### src/rtl/key_schedule_seq.sv
// PRESENT-80 key expansion sequencer: walks a loaded key through ROUNDS round keys
// and hands them out one per valid/ready transfer, plus the combinational round step.

module key_schedule (
  input  logic [79:0] x,
  input  logic [4:0]  i,
  output logic [79:0] y
);

  function automatic logic [3:0] sbox(input logic [3:0] v);
    logic [3:0] s;
    case (v)
      4'h0: s = 4'hC;
      4'h1: s = 4'h5;
      4'h2: s = 4'h6;
      4'h3: s = 4'hB;
      4'h4: s = 4'h9;
      4'h5: s = 4'h0;
      4'h6: s = 4'hA;
      4'h7: s = 4'hD;
      4'h8: s = 4'h3;
      4'h9: s = 4'hE;
      4'hA: s = 4'hF;
      4'hB: s = 4'h8;
      4'hC: s = 4'h4;
      4'hD: s = 4'h7;
      4'hE: s = 4'h1;
      default: s = 4'h2;
    endcase
    return s;
  endfunction

  logic [79:0] rot;

  // rotate left by 61, S-box the top nibble, fold the round counter into bits 19..15
  always_comb begin
    rot       = {x[18:0], x[79:19]};
    y         = rot;
    y[79:76]  = sbox(rot[79:76]);
    y[19:15]  = rot[19:15] ^ i;
  end

endmodule

// state | meaning
// IDLE  | waiting for req; rk_valid low
// RUN   | presenting round key idx; advances on rk_ready
// DONE  | last key taken; one-cycle done pulse
module key_schedule_seq #(
  parameter int ROUNDS = 32
) (
  input  logic        clk,
  input  logic        rst_n,
  input  logic        req,
  input  logic [79:0] key,
  input  logic        abort,
  input  logic        rk_ready,
  output logic [63:0] rk,
  output logic [5:0]  rk_idx,
  output logic        rk_valid,
  output logic        busy,
  output logic        done
);

  typedef enum logic [1:0] {
    S_IDLE = 2'd0,
    S_RUN  = 2'd1,
    S_DONE = 2'd2
  } state_t;

  localparam logic [5:0] LAST_IDX = 6'(ROUNDS);

  state_t      state, state_nxt;
  logic [79:0] kreg;
  logic [5:0]  idx;
  logic [79:0] nxt;
  logic        load;
  logic        xfer;
  logic        advance;

  key_schedule u_ks (
    .x (kreg),
    .i (idx[4:0]),
    .y (nxt)
  );

  assign load    = (state == S_IDLE) && req && !abort;
  assign xfer    = (state == S_RUN) && rk_ready && !abort;
  // the final key is never stepped, so idx[4:0] cannot wrap into the round function
  assign advance = xfer && (idx < LAST_IDX);

  always_ff @(posedge clk) begin
    if (!rst_n) begin
      state <= S_IDLE;
    end else begin
      state <= state_nxt;
    end
  end

  always_ff @(posedge clk) begin
    if (!rst_n) begin
      kreg <= '0;
      idx  <= '0;
    end else if (load) begin
      kreg <= key;
      idx  <= 6'd1;
    end else if (advance) begin
      kreg <= nxt;
      idx  <= idx + 6'd1;
    end
  end

  always_comb begin
    state_nxt = state;
    if (abort) begin
      state_nxt = S_IDLE;
    end else begin
      case (state)
        S_IDLE:  if (req) state_nxt = S_RUN;
        S_RUN:   if (rk_ready && (idx == LAST_IDX)) state_nxt = S_DONE;
        S_DONE:  state_nxt = S_IDLE;
        default: state_nxt = S_IDLE;
      endcase
    end
  end

  always_comb begin
    rk_valid = 1'b0;
    busy     = 1'b0;
    done     = 1'b0;
    case (state)
      S_RUN: begin
        rk_valid = 1'b1;
        busy     = 1'b1;
      end
      S_DONE: begin
        busy = 1'b1;
        done = 1'b1;
      end
      default: ;
    endcase
  end

  assign rk     = kreg[79:16];
  assign rk_idx = idx;

endmodule

### config.mk
export PLATFORM = sky130hd
export DESIGN_NAME = key_schedule_seq
export DESIGN_NICKNAME = d
export VERILOG_FILES = /design/src/rtl/key_schedule_seq.sv
export SDC_FILE = /design/constraint.sdc
export NUM_CORES = 1
export LEC_CHECK = 0
export CORE_MARGIN = 10
export CORE_UTILIZATION = 50
export DETAILED_ROUTE_END_ITERATION = 6
export HOLD_SLACK_MARGIN = 0.12
export PLACE_DENSITY = 0.84
export REMOVE_ABC_BUFFERS = 1
export SLEW_MARGIN = 20
export SYNTH_ARGS = -nofsm -noshare
export SYNTH_HDL_FRONTEND = slang
export SYNTH_HIERARCHICAL = 1
export SYNTH_SLANG_ARGS = --single-unit
### constraint.sdc
create_clock -name clk -period 5.1 [get_ports clk]
set_input_delay 1.02 -clock clk [delete_from_list [all_inputs] [get_ports clk]]
set_output_delay 1.02 -clock clk [all_outputs]
set_load 0.01 [all_outputs]
==> results by group <==
Outcome
  • Run status: completed

Timing
  • Worst hold slack: 0.4805 ns
  • Headroom to the max-slew limit: 37.55%
  • Slew Limit Fails: 0
  • Final-report hold violation count: 0
  • Tcrit/Tclk final: between 50% and 60%
  • Total Neg Setup Slack: 0 ns
  • Count of final setup violators: 0
  • Slew @ Worst Pin: about 0.94 ns
  • Max frequency: about 0.33 GHz
  • Tmin final: between 3 and 4 ns
  • RSZ-0062 raised after global routing: false
  • Layout Skew: roughly 0.011 ns

Worst setup path
  • Max stage delay cell, worst path: and3b_4
  • Max Fanout on Critical Path: 88
  • Critical Path AT: 3.30 ns
  • Req. time, crit path: between 5 and 6 ns
  • Worst setup SP type: input pin
  • Internal reg-to-reg setup slack: approximately 2.7 ns
  • Crit-path cells: clkdlybuf4s50_1 > and3b_4 > buf_12 > o31ai_1 > a31oi_1
  • Worst r2r src: state[0]
  • CP Class: in2reg
  • Worst Setup End Kind: register
  • Crit path largest cell delay: a little over 0.9 ns
  • Reg2reg end: kreg[19]
  • Reg2reg path depth: 6

Global route
  • Global-route wire length before repair: ~22000 um
  • Initial antenna violation count: 0
  • Grt total ovfl: 0
  • Gr busiest metal: met2
  • Largest net degree at the start of global routing: 89
  • Vias in the first global route: ~4400
  • Met3 GRT Util: 5.601%
  • Total global-route track usage: 17.38%
  • Global routing usage on met1: 20.91%
  • Met2 Use GR: between 20% and 30%

Yosys
  • Number of synthesized register bits: a little under 90
  • Cell variety after synth: 36
  • Post-synth EDFFs: 0
  • Syn Std Cell Area: 0.005275 mm2
  • Mean Syn Cell Area: 7.885 um2
  • Share of the yosys chip area belonging to registers: between 30% and 40%
  • Post-synthesis async set-or-reset flop share: 0%
  • Post-Syn Instances: 669
  • Predominant post-synthesis flop cell: dfxtp_1
  • Yosys warnings: 6

CTS
  • CTS H-tree depth: 3
  • # resized after CTS: 0
  • CTS Buf Count: 9
  • CTS tree: yes
  • Worst skew pair latency: around 0.35 ns
  • CTS Buffer Depth: 2
  • Post-CTS setup buffer count: 0
  • Clk sink count: 88
  • Clk root buf: clkbuf_8
  • Clock transition at path regs: 0.09 ns
  • Hold-fix buffers, CTS: 0

Flow run
  • Max Cap Violations: 0

Placement
  • Post-Place Cells: 779
  • Detail Placement HPWL: 9230 um
  • RD Place Congestion: 0.7938
  • PortBufs: 157

Finish
  • Antenna fix cells: 0
  • Fin cells: between 700 and 800
  • Layout fillers: 932
  • Most frequent cells in the layout: nand2_1 (168), clkdlybuf4s50_1 (156), dfxtp_1 (88), o31ai_1 (80), a31oi_1 (80)
  • Nets@finish: 751
  • Layout cells sized above 1: 5.008%
  • Commonest non-fill, non-tap cell in the layout: nand2_1
  • Core Util, Final: 58.43%
  • P&R area growth vs syn: 14.35%

Power
  • Tot Pwr: 1661 uW
  • Worst vdd ir: 0.0001722 V
  • Leak: 0.002257 uW
  • Pwr Density: 275.4 mW/mm2

Route
  • Remaining DRCs: 0
  • Routed wire length: 13730 um
  • Drt pass-1 iters: 5
  • ANT nets after route: 0
  • Vias: 4376
  • Drt first-iter violations: 540
  • Routed len/inst: 17.27 um
  • Drt via density: 5.504

Worst hold path
  • Critical hold path startpoint: kreg[13]
  • Hold Path Class: reg2reg
  • Min-Delay Endpoint: kreg[74]
  • WHS Path Cells: 2

Die
  • Starting Density: 51.10%
  • Chip width: 122.7 um
  • Die Y: around 120 um
  • Core Area: 0.01032 mm2
  • Site row count: 37
  • Die ar.: 0.01506 mm2
  • # IOs: 158
-- cells in the mapped netlist, drive strengths merged (3+ instances only) --
library cell	count	share of area (%)
nand2	169	12
o21ai	3	0.28
buf	159	21
inv	9	0.64
xor2	5	0.83
ha	12	2.8
a21oi	3	0.28
o31ai	80	11
clkbuf	31	2.2
dfxtp	88	33
a31oi	80	9.5
mux2i	4	0.76
-- metrics by stage --
step	area [um2]	setup slack (ns)
floorplan	4029	-3.065
global placement	5852	1.842
detailed placement	5852	1.752
CTS	6030	2.095
global route	6032	1.945
finish	6032	2.066
-- layout make-up --
type	instances	area, um2	area share (%)
clock inverters	7	53.80	0.8919
clock buffers	9	123.9	2.054
multi-input cells	382	2255	37.38
repair buffers	164	1634	27.09
flip-flops and latches	88	1762	29.21
well taps	136	170.2	2.821
inverters	9	33.78	0.5600
-- report_power, final --
| part | switching (uW) | internal (uW) |
|---|---|---|
| Clock | 266 | 183 |
| Combinational | 196 | 219 |
| Sequential | 51.3 | 747 |
-- sequential cells by signal (all words and copies together) (netlist names) --
signal,cells
kreg,80
rk_idx,6
state,2
-- worst max path at each step --
stage / start / end / depth (start not counted)
final: abort / kreg[19] / 5
after global placement: abort / kreg[73] / 5
after CTS: abort / kreg[19] / 5
after global routing: abort / kreg[48] / 5
after detailed placement: abort / kreg[19] / 5
after floorplan: abort / rk_idx[4] / 3
-- critical path, delay by kind of cell --
family	cells	cell delay, ns
AOI/OAI and AO/OA	2	0.35
buffers and inverters	2	0.91
and+or+nand+nor	1	0.93
-- per-layer routing --
layer / share of wire, % / up-vias
li1: - / 2163
met1: 42 / 2055
met3: 7.7 / 13
met5: 0 / -
met4: 1.4 / 0
met2: 49 / 145
-- kinds of logic after synthesis --
logic type	count (synthesis)	share of synthesized area (%)
buffers and inverters	199	24.26
and+or+nand+nor	185	14.21
AOI/OAI and AO/OA	173	22.68
DFF	88	33.40
adders and majority gates	12	2.846
xor gates and xnor gates	6	0.9962
muxes	6	1.613
Note: power is estimated with default switching activity, not from simulation.
